$ cat src/rtl/hazard_controller.sv
// Pipeline sequencer: load-use bubble, EX redirect flush, LSU-wait freeze with watchdog.
// Outputs combinational from state/inputs; LSU wait freezes upstream stages until mem_ack_i, ERR freezes all until reset.
module hazard_controller #(
  parameter int TIMEOUT_CYCLES = 16,
  parameter int CNT_WIDTH      = 32
) (
  input  logic                 clk_i,
  input  logic                 rst_ni,
  input  logic [4:0]           id_rs1_addr_i,
  input  logic [4:0]           id_rs2_addr_i,
  input  logic                 id_rs1_used_i,
  input  logic                 id_rs2_used_i,
  input  logic [4:0]           ex_rd_addr_i,
  input  logic                 ex_rd_wren_i,
  input  logic                 ex_is_load_i,
  input  logic                 ex_redirect_i,
  input  logic                 mem_req_i,
  input  logic                 mem_ack_i,
  output logic                 pc_en_o,
  output logic                 if_id_en_o,
  output logic                 id_ex_en_o,
  output logic                 ex_mem_en_o,
  output logic                 mem_wb_en_o,
  output logic                 if_id_flush_o,
  output logic                 id_ex_flush_o,
  output logic                 mem_wb_bubble_o,
  output logic                 timeout_err_o,
  output logic [CNT_WIDTH-1:0] stall_cycles_o
);

  localparam int WW = $clog2(TIMEOUT_CYCLES + 1);

  typedef enum logic [1:0] {RUN, MEM_WAIT, ERR} state_t;

  state_t                state;
  logic [WW-1:0]         wait_cnt;
  logic                  err_q;
  logic [CNT_WIDTH-1:0]  stall_q;

  logic lu;
  logic pc_en, if_id_en, id_ex_en, ex_mem_en, mem_wb_en;
  logic if_id_flush, id_ex_flush, mem_wb_bubble;

  always_comb begin
    lu = ex_is_load_i && ex_rd_wren_i && (ex_rd_addr_i != 5'd0) &&
         ((id_rs1_used_i && (id_rs1_addr_i == ex_rd_addr_i)) ||
          (id_rs2_used_i && (id_rs2_addr_i == ex_rd_addr_i)));
  end

  always_comb begin
    pc_en         = 1'b1;
    if_id_en      = 1'b1;
    id_ex_en      = 1'b1;
    ex_mem_en     = 1'b1;
    mem_wb_en     = 1'b1;
    if_id_flush   = 1'b0;
    id_ex_flush   = 1'b0;
    mem_wb_bubble = 1'b0;
    if (state == ERR) begin
      pc_en     = 1'b0;
      if_id_en  = 1'b0;
      id_ex_en  = 1'b0;
      ex_mem_en = 1'b0;
      mem_wb_en = 1'b0;
    end else if (mem_req_i && !mem_ack_i) begin
      // WB keeps draining with a bubble so the retiring instruction is not written twice
      pc_en         = 1'b0;
      if_id_en      = 1'b0;
      id_ex_en      = 1'b0;
      ex_mem_en     = 1'b0;
      mem_wb_bubble = 1'b1;
    end else if (ex_redirect_i) begin
      if_id_flush = 1'b1;
      id_ex_flush = 1'b1;
    end else if (lu) begin
      pc_en       = 1'b0;
      if_id_en    = 1'b0;
      id_ex_flush = 1'b1;
    end
  end

  // In MEM_WAIT mem_req_i is still held by the frozen MEM stage, so the shared
  // freeze condition above covers both states.
  always_ff @(posedge clk_i or negedge rst_ni) begin
    if (!rst_ni) begin
      state    <= RUN;
      wait_cnt <= '0;
      err_q    <= 1'b0;
      stall_q  <= '0;
    end else begin
      unique case (state)
        RUN: begin
          if (mem_req_i && !mem_ack_i) begin
            state    <= MEM_WAIT;
            wait_cnt <= WW'(1);
          end
        end
        MEM_WAIT: begin
          if (mem_ack_i) begin
            state    <= RUN;
            wait_cnt <= '0;
          end else if (wait_cnt == WW'(TIMEOUT_CYCLES)) begin
            state <= ERR;
            err_q <= 1'b1;
          end else begin
            wait_cnt <= wait_cnt + WW'(1);
          end
        end
        ERR: begin
          err_q <= 1'b1;
        end
        default: state <= RUN;
      endcase
      if (!pc_en && (state != ERR) && (stall_q != {CNT_WIDTH{1'b1}}))
        stall_q <= stall_q + CNT_WIDTH'(1);
    end
  end

  assign pc_en_o         = pc_en         & rst_ni;
  assign if_id_en_o      = if_id_en      & rst_ni;
  assign id_ex_en_o      = id_ex_en      & rst_ni;
  assign ex_mem_en_o     = ex_mem_en     & rst_ni;
  assign mem_wb_en_o     = mem_wb_en     & rst_ni;
  assign if_id_flush_o   = if_id_flush   & rst_ni;
  assign id_ex_flush_o   = id_ex_flush   & rst_ni;
  assign mem_wb_bubble_o = mem_wb_bubble & rst_ni;
  assign timeout_err_o   = err_q;
  assign stall_cycles_o  = stall_q;

endmodule

$ cat config.mk
export PLATFORM = sky130hd
export DESIGN_NAME = hazard_controller
export DESIGN_NICKNAME = d
export VERILOG_FILES = /design/src/rtl/hazard_controller.sv
export SDC_FILE = /design/constraint.sdc
export NUM_CORES = 1
export LEC_CHECK = 0
export BUFFER_PORTS_ARGS = -buffer_cell sky130_fd_sc_hd__buf_2
export CELL_PAD_IN_SITES_DETAIL_PLACEMENT = 2
export CELL_PAD_IN_SITES_GLOBAL_PLACEMENT = 2
export CORE_MARGIN = 10
export CORE_UTILIZATION = 28
export DETAILED_ROUTE_END_ITERATION = 7
export PLACE_DENSITY_LB_ADDON = 0.1
export SYNTH_ARGS = -nofsm -noshare
export SYNTH_HDL_FRONTEND = slang
export SYNTH_SLANG_ARGS = --single-unit
$ cat constraint.sdc
create_clock -name clk_i -period 2.05 [get_ports clk_i]
set_input_delay 0.41 -clock clk_i [delete_from_list [all_inputs] [get_ports clk_i]]
set_output_delay 0.41 -clock clk_i [all_outputs]
set_load 0.01 [all_outputs]
# Word level (Yosys, flattened, before mapping)
# Cells that the tools add are included.
dict set report classes {
  n_mux 27
  eq_ne 12
  reduce_logical 18
  add_sub_neg 2
  bitwise 7
}
# cell n
set ops {}
lappend ops {{32-bit by 1-bit adder with 32-bit output, second input constant} 1}
lappend ops {{32-bit != test, second input constant} 1}
lappend ops {{1-bit 2-to-1 mux} 18}
lappend ops {{5-bit 2-to-1 mux} 3}
lappend ops {{5-bit equality test} 2}
lappend ops {{5-bit case mux with 2 select lines} 1}
lappend ops {{3-bit AND reduction} 3}
lappend ops {{1-bit logical AND} 8}
lappend ops {{2-bit != test, second input constant} 4}
lappend ops {{1-bit AND} 6}
lappend ops {{2-bit 2-to-1 mux} 3}
lappend ops {{3-bit != test, second input constant} 2}
lappend ops {{2-bit case mux with 3 select lines} 1}
lappend ops {{5-bit by 1-bit adder with 5-bit output, second input constant} 1}
lappend ops {{5-bit equality test, second input constant} 1}
lappend ops {{5-bit nonzero test} 1}
lappend ops {{2-bit nonzero test} 2}
lappend ops {{2-bit by 1-bit equality test with 1-bit output, second input constant} 1}
lappend ops {{2-bit equality test, second input constant} 1}
lappend ops {{1-bit logical NOT} 2}
lappend ops {{2-bit logical NOT} 1}
lappend ops {{1-bit case mux with 2 select lines} 1}
lappend ops {{1-bit logical OR} 1}
lappend ops {{1-bit NOT} 1}
dict set report totals {
  word_cells 70
  ff_bits 40
  input_bits 24
}

# Depth between registers and ports, before layout
dict set report depth {
  ltp_word 11
  mapped_depth 9
}

# Worst setup path after synthesis
# No wires, ideal clock.
dict set report synth_timing {
  path_type {reg2reg}
  startpoint {reg stall_q[0] (netlist: stall_cycles_o[0])}
  endpoint {reg stall_q[1] (netlist: stall_cycles_o[1])}
  slack_ns 0.027
  stages_incl_launch_ff 9
  required_time_ns 1.925
  arrival_time_ns 1.898
  path_cell_list {dfrtp_1 > ha_1 > and3_1 > nand4_2 > nor3_2 > and2b_1 > buf_6 > nor2_2 > mux2_4}
}
dict set report synth_between {
  elab_chain_len 2
}
# element line
set synth_rtl {}
lappend synth_rtl {{start: declaration} 38} ;# logic [CNT_WIDTH-1:0] stall_q;
lappend synth_rtl {{start signal: assignment} 115} ;# stall_q <= stall_q + CNT_WIDTH'(1);
lappend synth_rtl {{branches (longest 2 deep; another with 32-bit by 1-bit adder with 32-bit output)} -}
# Parallel ways; which one is timed is not known.
# A chain may end at the register's enable or synchronous reset.

# Final worst setup path
dict set report layout_timing {
  startpoint {in ex_rd_addr_i[1]}
  endpoint {out if_id_en_o}
}
dict set report layout_between {
  elab_chain_len 9
}
# element line
set layout_rtl {}
lappend layout_rtl {{start: declaration} 13} ;# input logic [4:0] ex_rd_addr_i,
lappend layout_rtl {{5-bit equality test (on tied branches)} {46, 47}}
lappend layout_rtl {{1-bit logical AND (on tied branches)} {46, 47}}
lappend layout_rtl {{1-bit logical OR} 46} ;# ((id_rs1_used_i && (id_rs1_addr_i == ex_rd_addr_i)) ||
lappend layout_rtl {{1-bit logical AND *} 45} ;# lu = ex_is_load_i && ex_rd_wren_i && (ex_rd_addr_i != 5'd0) &&
lappend layout_rtl {{1-bit 2-to-1 mux *} 75} ;# end else if (lu) begin
lappend layout_rtl {{1-bit 2-to-1 mux *} 72} ;# end else if (ex_redirect_i) begin
lappend layout_rtl {{1-bit 2-to-1 mux *} 65} ;# end else if (mem_req_i && !mem_ack_i) begin
lappend layout_rtl {{1-bit 2-to-1 mux *} 59} ;# if (state == ERR) begin
lappend layout_rtl {{1-bit AND *} 120} ;# assign if_id_en_o = if_id_en & rst_ni;
lappend layout_rtl {{end: declaration} 20} ;# output logic if_id_en_o,
# Every way passes the cells marked *; elsewhere a longest branch is shown, timed or not.

==> reports/results.ini <==
[finish]
n_antenna_cell=0
drive_gt1_share_pct=46.1
area_growth_pct=48.2
fill_cells=862
final_cells=436
fin_nets=360
final_cell_mix=63 x buf_2, 42 x buf_4, 40 x dfrtp_1
final_area_sq_um=3270
seqCellArea_sq_um=1000
layout.cells.most_common=buf_2
multi_input_area_sq_um=1280

[place]
port-buffer-count=64
gp_congestion=0.720
dp_hpwl_um=5300
placed_cells=414
placed_cell_area_sq_um=2840

[setup_path]
required_ns=1.64
critPathArrivalTime_ns=1.66
crit_buf_inv=2
critPathCaptureType=primary output
start_kind=input pin
path_max_fanout=2
slowest_stage=or4_4
critPathTopFamily=simple AND/OR/NAND/NOR gates
crit_chain=buf_6 -> or4_4 -> o211ai_1 -> nand2b_4 -> o21a_1 -> buf_2
cpPeakStageDelay_ns=0.51
critPathKind=in2out

[flow_run]
cap_violations=0

[routing]
drc_errors=0
wl_um=7230
first_pass_iters=4
drt-vias-per-instance=4.80
antenna_left=0
drtIter0Drc=29
wl_per_cell_um=16.6
vias=2094

[clock_network]
clk_latency_ns=0.30
htreeDepth=2
clkSinkCount=40
cts_tree=yes
clockRootBuffer=clkbuf_8
cts_hold_buf=0
clkSlewWorstSetupHoldPaths_ns=0.09
cts_max_path_buffers=2
numCtsBuffers=5

[logic_synthesis]
synth_top_area_share_pct=45.4
synth_async_sr_flop_share_pct=100
synth-main-ff-cell=dfrtp_1
synth_top_cell_by_area=dfrtp_1
synth-edff-count=0
synth_warnings=0
synth_sequential_area_ratio_pct=45.4
ys_ff_latch=40
synth.area.top_cells=dfrtp_1 45%, xor2_1 13%, xnor2_1 4.8%
synthCells=224
syn_nets=251
ys_types=41
postSynthAreaPerCell_sq_um=9.85
syn_area_sq_um=2210

[sta]
worst_pin_slew_ns=0.528
finalMaxSlewViolations=0
setup_viol=2
slew_headroom_pct=64.8
grt_setup_unrepaired=yes
min_period_ns=2.07
hold_viol=0
setup_slack_ns=-0.0169
fin_skew_ns=0.0104
min_period_over_period_pct=101
max_freq_mhz=484

[global_routing]
track_usage_pct=12.1
antenna_found_initial=0
grt_start_max_net_pins=41
grt_pass1_wl_um=11600
overflow=0
grt_pass1_vias=2315

[die]
fp.dieH_um=109
start_util_pct=28.7
rows=32
io_pins=65
core-area_sq_um=7690
dieArea_sq_um=11800
die_x_um=109

[power]
cellLeakagePower_uw=0.00170
peakVddDrop_uv=324
p_per_area_nw_per_um2=622
total_power_uw=2040

[outcome]
status=complete, but fails checks
violations=negative setup slack

[min_path]
worstHoldPathType=in2async

==> repair_timing <==
item / 4_1_cts / 5_1_grt
hold endpoints to repair: 0 / 0
setup endpoints to repair: 11 / 38
resized for setup: 7 / 36
gates cloned: 0 / 1
pin swaps: 3 / 7
setup buffers: 4 / 9
==> power breakdown <==
part	leakage, uW	total [uW]	internal [uW]	switching (uW)
Sequential	0.000530	915	850	64.9
Clock	0.0000541	657	361	296
Combinational	0.00112	463	230	234
Total	0.00170	2040	1440	595
==> layout make-up <==
class	instances	area share [%]
tap	102	3.90
multi-input combinational	167	39.2
inverter	7	0.804
timing repair buffer	112	22.0
clock buffer	5	2.10
clock inverter	3	1.30
sequential	40	30.6
==> layer usage <==
layer,vias to the layer above,track usage [%],share of wire (%)
met5,-,0,0
met4,0,2.54,0.43
met3,4,3.30,4.3
met2,35,22.0,53
met1,1068,13.8,43
li1,987,-,-
==> flip-flops by register name, summed over array words and instances (netlist names) <==
signal,count
wait_cnt,5
timeout_err_o,1
stall_cycles_o,32
state,2
==> final timing paths <==
| check | from | slack, ns | end | depth (start not counted) |
|---|---|---|---|---|
| max in group asynchronous | rst_ni | 1.45 | stall_cycles_o[31] | 2 |
| min reg2reg | timeout_err_o | 0.49 | timeout_err_o | 1 |
| min in group clk_i | mem_ack_i | 0.35 | state[0] | 2 |
| min | rst_ni | 0.22 | stall_cycles_o[0] | 2 |
| max | ex_rd_addr_i[1] | -0.02 | if_id_en_o | 6 |
| max reg2reg | stall_cycles_o[0] | 0.07 | stall_cycles_o[17] | 8 |
==> cells by family after synthesis <==
family / count (synthesis) / synth area share, %
simple gates: 107 / 26.4
mux: 1 / 0.680
fa+ha+maj: 3 / 1.70
xor+xnor: 44 / 17.5
flops: 40 / 45.4
compound gates: 12 / 3.86
buf+inv: 17 / 4.48
==> through the flow <==
stage / hold WS [ns] / setup TNS, ns / utilization, % / setup WS [ns]
after global placement: 0.472 / -3.79 / 36.9 / -0.148
final: 0.225 / -0.0326 / 42.5 / -0.0169
after floorplan: 0.114 / 0 / - / 0.0266
after global routing: 0.274 / -0.504 / 42.5 / -0.138
after CTS: 0.249 / -0.0453 / 39.2 / -0.0204
after detailed placement: 0.487 / -5.12 / 36.9 / -0.202
==> synth_stat cells, types with 2 or more instances <==
cell type,count
nand2b_1,3
nor2_1,14
buf_2,4
nor4_1,13
and2_1,2
and3_1,2
ha_1,3
buf_6,3
dfrtp_1,40
buf_4,2
nand3_1,11
and4_1,2
nor4b_1,2
nand2_1,22
a21oi_1,2
or2_2,3
o21ai_0,3
nand4_1,11
xnor2_1,12
inv_1,7
xor2_1,32
nor3_1,11
nor3b_1,2
No activity file was read; power rests on OpenSTA's default activity.
